$ cat src/rtl/sr_pulse_driver_if.sv
// ---------------------------------------------------------------------------
// sr_pulse_driver_if
//   Bundles the command handshake, the SR drive lines, the cell feedback and
//   the status outputs of sr_pulse_driver.
//
//   Signals
//     req_valid  command valid                      (master -> slave)
//     req_value  1 = set cell, 0 = reset cell       (master -> slave)
//     req_ready  driver idle, can accept a command  (slave  -> master)
//     s, r       set / reset drive to the SR cell   (slave  -> master)
//     q_fb       cell q, asynchronous               (master -> slave)
//     qbar_fb    cell qbar, asynchronous            (master -> slave)
//     done       one-cycle completion pulse         (slave  -> master)
//     err        readback failed, valid with done   (slave  -> master)
//     busy       command in progress                (slave  -> master)
//     err_cnt    saturating failed-command count    (slave  -> master)
//
//   Modports
//     slave  : the pulse driver itself
//     master : control logic plus the storage cell
// ---------------------------------------------------------------------------
interface sr_pulse_driver_if;
    logic       req_valid;
    logic       req_value;
    logic       req_ready;
    logic       s;
    logic       r;
    logic       q_fb;
    logic       qbar_fb;
    logic       done;
    logic       err;
    logic       busy;
    logic [7:0] err_cnt;

    modport slave (
        input  req_valid, req_value, q_fb, qbar_fb,
        output req_ready, s, r, done, err, busy, err_cnt
    );

    modport master (
        output req_valid, req_value, q_fb, qbar_fb,
        input  req_ready, s, r, done, err, busy, err_cnt
    );
endinterface

$ cat src/rtl/sr_pulse_driver.sv
// ---------------------------------------------------------------------------
// sr_pulse_driver
//   Command-side driver for an external SR storage cell. A requested bit is
//   accepted over a valid/ready handshake, the cell is driven with a timed
//   set (s) or reset (r) pulse, both lines are held low for a dead time, and
//   then the synchronised q/qbar feedback is checked until it matches or a
//   timeout expires. Completion is reported with a one-cycle done pulse and
//   an err flag; failures are counted in a saturating 8-bit counter.
//
//   Ports
//     clk    rising-edge clock
//     rst_n  asynchronous active-low reset
//     bus    sr_pulse_driver_if.slave (handshake, s/r drive, feedback, status)
//
//   Parameters
//     PULSE_W  cycles s (or r) is high per command, >= 1
//     DEAD_T   cycles s=r=0 between pulse and readback, 0 = skip
//     CHK_TMO  maximum readback cycles before declaring failure, >= 1
// ---------------------------------------------------------------------------
module sr_pulse_driver #(
    parameter int PULSE_W = 4,
    parameter int DEAD_T  = 2,
    parameter int CHK_TMO = 8
) (
    input  logic               clk,
    input  logic               rst_n,
    sr_pulse_driver_if.slave   bus
);

    // One shared phase counter sized for the longest phase.
    localparam int MAX_PH = (PULSE_W > DEAD_T)
                          ? ((PULSE_W > CHK_TMO) ? PULSE_W : CHK_TMO)
                          : ((DEAD_T  > CHK_TMO) ? DEAD_T  : CHK_TMO);
    localparam int CW = $clog2(MAX_PH + 1);

    localparam logic [CW-1:0] PULSE_LAST = CW'(PULSE_W - 1);
    localparam logic [CW-1:0] DEAD_LAST  = CW'(DEAD_T - 1);
    localparam logic [CW-1:0] CHK_LAST   = CW'(CHK_TMO - 1);

    typedef enum logic [1:0] {
        ST_IDLE  = 2'd0,
        ST_PULSE = 2'd1,
        ST_DEAD  = 2'd2,
        ST_CHECK = 2'd3
    } state_t;

    state_t        state_q, state_d;
    logic [CW-1:0] cnt_q, cnt_d;
    logic          val_q, val_d;
    logic          s_q, s_d;
    logic          r_q, r_d;
    logic          done_q, done_d;
    logic          err_q, err_d;
    logic          ready_q, ready_d;
    logic          busy_q, busy_d;
    logic [7:0]    err_cnt_q, err_cnt_d;

    // -----------------------------------------------------------------------
    // Feedback synchronisers: bit 0 = q, bit 1 = qbar.
    // -----------------------------------------------------------------------
    logic [1:0] fb_raw;
    logic [1:0] fb_sync;

    assign fb_raw = {bus.qbar_fb, bus.q_fb};

    generate
        for (genvar gi = 0; gi < 2; gi++) begin : g_sync
            logic [1:0] stage_q;
            always_ff @(posedge clk or negedge rst_n) begin
                if (!rst_n) begin
                    stage_q <= 2'b00;
                end else begin
                    stage_q <= {stage_q[0], fb_raw[gi]};
                end
            end
            assign fb_sync[gi] = stage_q[1];
        end
    endgenerate

    logic q_s, qb_s;
    assign q_s  = fb_sync[0];
    assign qb_s = fb_sync[1];

    // Requiring qb_s to be the complement of q_s makes the illegal q==qbar
    // state a mismatch.
    logic match;
    assign match = (q_s == val_q) && (qb_s == ~val_q);

    // ready_q is the registered form of "state is IDLE", so it is low while
    // reset is asserted and rises on the first edge after release.
    logic accept;
    assign accept = bus.req_valid && ready_q;

    // -----------------------------------------------------------------------
    // Next-state logic
    // -----------------------------------------------------------------------
    always_comb begin
        state_d   = state_q;
        cnt_d     = cnt_q + 1'b1;
        val_d     = val_q;
        done_d    = 1'b0;
        err_d     = 1'b0;
        err_cnt_d = err_cnt_q;

        unique case (state_q)
            ST_IDLE: begin
                cnt_d = '0;
                if (accept) begin
                    val_d   = bus.req_value;
                    state_d = ST_PULSE;
                end
            end
            ST_PULSE: begin
                if (cnt_q == PULSE_LAST) begin
                    cnt_d   = '0;
                    state_d = (DEAD_T == 0) ? ST_CHECK : ST_DEAD;
                end
            end
            ST_DEAD: begin
                if (cnt_q == DEAD_LAST) begin
                    cnt_d   = '0;
                    state_d = ST_CHECK;
                end
            end
            ST_CHECK: begin
                if (match) begin
                    cnt_d   = '0;
                    state_d = ST_IDLE;
                    done_d  = 1'b1;
                end else if (cnt_q == CHK_LAST) begin
                    cnt_d   = '0;
                    state_d = ST_IDLE;
                    done_d  = 1'b1;
                    err_d   = 1'b1;
                    if (err_cnt_q != 8'hFF) begin
                        err_cnt_d = err_cnt_q + 8'd1;
                    end
                end
            end
            default: begin
                cnt_d   = '0;
                state_d = ST_IDLE;
            end
        endcase

        // Outputs are registered from the next state so they line up with
        // the state they describe. s and r are derived from one bit and its
        // complement, both gated by PULSE, so they can never be high together.
        s_d     = (state_d == ST_PULSE) &&  val_d;
        r_d     = (state_d == ST_PULSE) && !val_d;
        ready_d = (state_d == ST_IDLE);
        busy_d  = (state_d != ST_IDLE);
    end

    // -----------------------------------------------------------------------
    // State and output registers
    // -----------------------------------------------------------------------
    always_ff @(posedge clk or negedge rst_n) begin
        if (!rst_n) begin
            state_q   <= ST_IDLE;
            cnt_q     <= '0;
            val_q     <= 1'b0;
            s_q       <= 1'b0;
            r_q       <= 1'b0;
            done_q    <= 1'b0;
            err_q     <= 1'b0;
            ready_q   <= 1'b0;
            busy_q    <= 1'b0;
            err_cnt_q <= 8'd0;
        end else begin
            state_q   <= state_d;
            cnt_q     <= cnt_d;
            val_q     <= val_d;
            s_q       <= s_d;
            r_q       <= r_d;
            done_q    <= done_d;
            err_q     <= err_d;
            ready_q   <= ready_d;
            busy_q    <= busy_d;
            err_cnt_q <= err_cnt_d;
        end
    end

    assign bus.s         = s_q;
    assign bus.r         = r_q;
    assign bus.done      = done_q;
    assign bus.err       = err_q;
    assign bus.req_ready = ready_q;
    assign bus.busy      = busy_q;
    assign bus.err_cnt   = err_cnt_q;

endmodule

$ cat src/flat_wrapper.sv
// flat-port wrapper written by rule: the top's interface ports become plain ports
module sr_pulse_driver_flat 
#(
    parameter int PULSE_W = 4,
    parameter int DEAD_T  = 2,
    parameter int CHK_TMO = 8
)
  (clk, rst_n, bus_req_valid, bus_req_value, bus_q_fb, bus_qbar_fb, bus_req_ready, bus_s, bus_r, bus_done, bus_err, bus_busy, bus_err_cnt);
  sr_pulse_driver_if bus_i ();
  input  logic clk;
  input  logic rst_n;
  input wire logic [$bits(bus_i.req_valid)-1:0] bus_req_valid;
  input wire logic [$bits(bus_i.req_value)-1:0] bus_req_value;
  input wire logic [$bits(bus_i.q_fb)-1:0] bus_q_fb;
  input wire logic [$bits(bus_i.qbar_fb)-1:0] bus_qbar_fb;
  output wire logic [$bits(bus_i.req_ready)-1:0] bus_req_ready;
  output wire logic [$bits(bus_i.s)-1:0] bus_s;
  output wire logic [$bits(bus_i.r)-1:0] bus_r;
  output wire logic [$bits(bus_i.done)-1:0] bus_done;
  output wire logic [$bits(bus_i.err)-1:0] bus_err;
  output wire logic [$bits(bus_i.busy)-1:0] bus_busy;
  output wire logic [$bits(bus_i.err_cnt)-1:0] bus_err_cnt;
  assign bus_i.req_valid = bus_req_valid;
  assign bus_i.req_value = bus_req_value;
  assign bus_i.q_fb = bus_q_fb;
  assign bus_i.qbar_fb = bus_qbar_fb;
  assign bus_req_ready = bus_i.req_ready;
  assign bus_s = bus_i.s;
  assign bus_r = bus_i.r;
  assign bus_done = bus_i.done;
  assign bus_err = bus_i.err;
  assign bus_busy = bus_i.busy;
  assign bus_err_cnt = bus_i.err_cnt;
  sr_pulse_driver #(.PULSE_W(PULSE_W), .DEAD_T(DEAD_T), .CHK_TMO(CHK_TMO)) u_core (.clk(clk), .rst_n(rst_n), .bus(bus_i));
endmodule
$ cat config.mk
export PLATFORM = sky130hd
export DESIGN_NAME = sr_pulse_driver_flat
export DESIGN_NICKNAME = d
export VERILOG_FILES = /design/src/rtl/sr_pulse_driver_if.sv /design/src/rtl/sr_pulse_driver.sv /design/src/flat_wrapper.sv
export SDC_FILE = /design/constraint.sdc
export NUM_CORES = 1
export LEC_CHECK = 0
export ABC_AREA = 0
export CORE_AREA = 2 2 48 50
export CTS_CLUSTER_SIZE = 25
export DETAILED_ROUTE_END_ITERATION = 7
export DIE_AREA = 0 0 50 52
export GPL_ROUTABILITY_DRIVEN = 0
export PLACE_DENSITY_LB_ADDON = 0.25
export SYNTH_ARGS = -nofsm -noshare
export SYNTH_HDL_FRONTEND = slang
export SYNTH_SLANG_ARGS = --single-unit
export TNS_END_PERCENT = 30
$ cat constraint.sdc
create_clock -name clk -period 3.5 [get_ports clk]
set_input_delay 0.7 -clock clk [delete_from_list [all_inputs] [get_ports clk]]
set_output_delay 0.7 -clock clk [all_outputs]
set_load 0.05 [all_outputs]
==> out/metrics.yaml <==
pwr:
  cellLeakagePower_nw: 0.618
  max-vdd-ir-drop_uv: 395
  seq_power_share_pct: 48.0
  power.internal_uw: 511
  p_sw_uw: 313
  power.share.combinational_pct: 36.9
  power.switching_fraction_pct: 37.9
  clkPwrFrac_pct: 15.2
  power.density_cell_area_nw_per_um2: 627
  power_uw: 824
grt:
  grt_max_degree: 26
  grt_util_all_layers_pct: 13.1
  vias_in_the_first_global_route: 624
  wire_length_of_the_first_global_routing_pass_um: 2530
  overflow: 0
  antenna_violations_before_repair: 0
synthesis:
  ys_top_cells_by_area: "sky130_fd_sc_hd__dfrtp_1 58%, sky130_fd_sc_hd__xor2_1 4.1%, sky130_fd_sc_hd__ha_1 3.5%, sky130_fd_sc_hd__nor2_1 2.8%, sky130_fd_sc_hd__a21oi_1 2.3%"
  synthesis.yosys.warnings: 0
  synth.yosys.seq_area_share_pct: 58.1
  ys_ff_latch: 25
  syn-instance-count: 91
  postSynthNetCount: 100
  synth_top_cell_area_share_pct: 58.1
  syn-cell-area_um2: 1080
  distinct_cell_type_count_of_the_synthesized_netlist: 31
  postSynthAreaPerCell_um2: 11.8
  netlist.top_cell.by_area: "sky130_fd_sc_hd__dfrtp_1"
cts:
  tritoncts_num_sinks: 25
  root_buffer: "sky130_fd_sc_hd__clkbuf_4"
  max-clock-path-buffers: 2
  cts_tree: "built"
  holdBufCountCts: 0
  clkLatencyLatePin_ns: 0.31
  cts-resized-gates: 0
  htreeDepth: 1
  cts_made_buffers: 3
  cts.clk_slew.worst_paths_ns: 0.14
  postCtsSetupRepairBufs: 0
floorplan:
  floorplan.die_area_um2: 2600
  initial_core_util_pct: 51.1
  rows: 17
  die_width_um: 50
  core_area_um2: 2110
  die_height_um: 52
  io_pins: 20
sta:
  rsz0062_at_grt: "no"
  setup_viol: 0
  final.setup_skew_ns: 0.0124
  setup_total_negative_slack_ns: 0
  drv_slew: 0
  timing.final.crit_period_ns: 2.30
  worst-slew-pin-transition_ns: 1.05
  slew_headroom_pct: 29.6
  final-hold-violation-count: 0
  max_freq_mhz: 436
  timing.final.crit_share_pct: 65.6
worst_setup_path:
  critical_path_s_slowest_cell: "sky130_fd_sc_hd__clkdlybuf4s50_1"
  cp_data_arrival_time_ns: 1.60
  crit_path_cell_trace: "clkdlybuf4s50_1"
  crit_path_max_incr_delay_ns: 0.83
  worst-path-buf-inv: 1
  cp_max_fo: 6
  timing.critical_path.required_ns: 2.80
  worst_setup_path_end_kind: "output pin"
  worst_setup_path_start_kind: "register"
  critical-path-top-delay-family: "buffers and inverters"
  path_class: "register to output pin"
finish:
  instances_no_fill: 140
  finalNetCount: 122
  ant_diodes: 0
  drive_gt1_share_pct: 9.82
  n_fill_cell: 175
  area_overhead_of_the_layout_relative_to_synthesis_pct: 22.1
route:
  firstDrtPassIters: 4
  detail_route.iter0.violations: 9
  wirelength_um: 1580
  vias: 708
  average_wire_per_standard_cell_um: 11.3
  ant_nets: 0
  via_per_inst: 5.06
  drc_errors: 0
min_path:
  holdCritPathClass: "register to register"
run:
  total_of_max_cap_violations: 0
placed_design:
  place_inst: 136
  dp.final_hpwl_um: 1170
  count_of_input_and_output_buffers: 19
outcome:
  outcome: "finished clean"
-- stage by stage --
| stage | utilization (%) | hold WS [ns] | setup slack [ns] | area, um2 |
|---|---|---|---|---|
| after detailed placement | 61.1 | 0.337 | 1.44 | 1290 |
| after global routing | 62.4 | 0.379 | 1.13 | 1310 |
| final | 62.4 | 0.366 | 1.20 | 1310 |
| after floorplan | - | 0.331 | 1.53 | 1080 |
| after CTS | 62.4 | 0.370 | 1.19 | 1310 |
| after global placement | 61.1 | 0.333 | 1.49 | 1290 |
-- power by group through the flow --
stage / combinational (mW) / sequential (mW) / clock (mW)
2_1_floorplan: 0.178 / 0.456 / 0
3_3_place_gp: 0.303 / 0.399 / 0
3_5_place_dp: 0.307 / 0.401 / 0
4_1_cts: 0.308 / 0.395 / 0.132
5_1_grt: 0.334 / 0.403 / 0.144
6_report: 0.304 / 0.395 / 0.125
-- state kept, by name, indices dropped and copies added, names as in the netlist --
signal                 cells
u_core.cnt_q               4
u_core.bus.busy            1
u_core.bus.s               1
u_core.bus.done            1
u_core.bus.err             1
u_core.bus.r               1
u_core.val_q               1
u_core.bus.err_cnt         8
u_core.state_q             2
u_core.bus.req_ready       1
u_core.g_sync.stage_q      4
-- cells in the final DEF (no fill, tap or decap), types with 2 or more instances in the layout --
master                             n
sky130_fd_sc_hd__and3_1            3
sky130_fd_sc_hd__mux2i_1           2
sky130_fd_sc_hd__clkdlybuf4s50_1  19
sky130_fd_sc_hd__nor3_1            4
sky130_fd_sc_hd__dfrtp_1          25
sky130_fd_sc_hd__nand3_1           3
sky130_fd_sc_hd__a21oi_1           5
sky130_fd_sc_hd__mux2_2            2
sky130_fd_sc_hd__nor2_1            8
sky130_fd_sc_hd__xor2_1            5
sky130_fd_sc_hd__ha_1              3
sky130_fd_sc_hd__nor4_1            2
sky130_fd_sc_hd__inv_1             3
sky130_fd_sc_hd__nand2_1           5
sky130_fd_sc_hd__clkbuf_4          3
sky130_fd_sc_hd__a31oi_1           3
-- kinds of logic (layout without fill, tap and decap cells) --
group | Yosys count | count (layout) | synth area share [%]
AOI/OAI and AO/OA | 13 | 13 | 7.91
xor gates and xnor gates | 6 | 6 | 4.88
adders and majority gates | 3 | 3 | 3.49
buffers and inverters | 5 | 26 | 2.44
DFF | 25 | 25 | 58.1
muxes | 4 | 4 | 3.95
and+or+nand+nor | 35 | 35 | 19.2
-- routing by layer --
| layer | vias to the layer above | GRT usage (%) | wire length [um] | part of all wire, % |
|---|---|---|---|---|
| met5 | - | 0 | 0 | 0 |
| met4 | 0 | 8.33 | 17 | 1.1 |
| met3 | 2 | 2.87 | 59 | 3.7 |
| met2 | 15 | 21.9 | 745 | 47 |
| met1 | 328 | 15.2 | 758 | 48 |
| li1 | 363 | - | - | - |
-- worst register-to-register path: cells and delay by family, from the launching register on --
kind | cells | cell delay, ns
fa+ha+maj | 1 | 0.24
flops | 1 | 0.44
mux | 1 | 0.37
simple gates | 3 | 0.70
-- cell usage after synthesis (all sizes together) --
cell type   n
xnor2       1
dfrtp      25
o22ai       1
nor2        8
or3b        1
mux2        2
and2        2
nand3b      1
nand2b      1
ha          3
and3        3
nor4        2
a221o       1
nand3       3
a31oi       3
inv         3
o21ba       1
mux2i       2
a21boi      1
nand2       5
a21o        1
nor3        4
nand4       2
nor2b       1
a21oi       5
buf         2
xor2        5
and3b       2
-- final cells by class --
type | instances | area, um2 | share of cell area, %
Timing Repair Buffer | 19 | 190 | 14.5
Clock buffer | 3 | 22.5 | 1.71
Inverter | 3 | 11.3 | 0.857
Multi-Input combinational cell | 61 | 424 | 32.3
Sequential cell | 25 | 626 | 47.6
Clock inverter | 1 | 5.00 | 0.381
Tap cell | 28 | 35.0 | 2.67
-- path summary, 6_finish.rpt --
check | from | to | slack [ns] | cells after the start
setup / recovery | u_core.bus.err_cnt[4]$_DFFE_PN0P_ | bus_err_cnt[4] | 1.20 | 1
hold / removal | u_core.g_sync[0].stage_q[0]$_DFF_PN0_ | u_core.g_sync[0].stage_q[1]$_DFF_PN0_ | 0.37 | 0
setup reg to reg | u_core.bus.err_cnt[0]$_DFFE_PN0P_ | u_core.bus.err_cnt[1]$_DFFE_PN0P_ | 1.66 | 5
hold reg to reg | u_core.g_sync[0].stage_q[0]$_DFF_PN0_ | u_core.g_sync[0].stage_q[1]$_DFF_PN0_ | 0.37 | 0
max in group asynchronous | rst_n | u_core.cnt_q[1]$_DFF_PN0_ | 1.92 | 1
min in group asynchronous | rst_n | u_core.bus.s$_DFF_PN0_ | 0.94 | 1
Note: power is estimated with default switching activity, not from simulation.
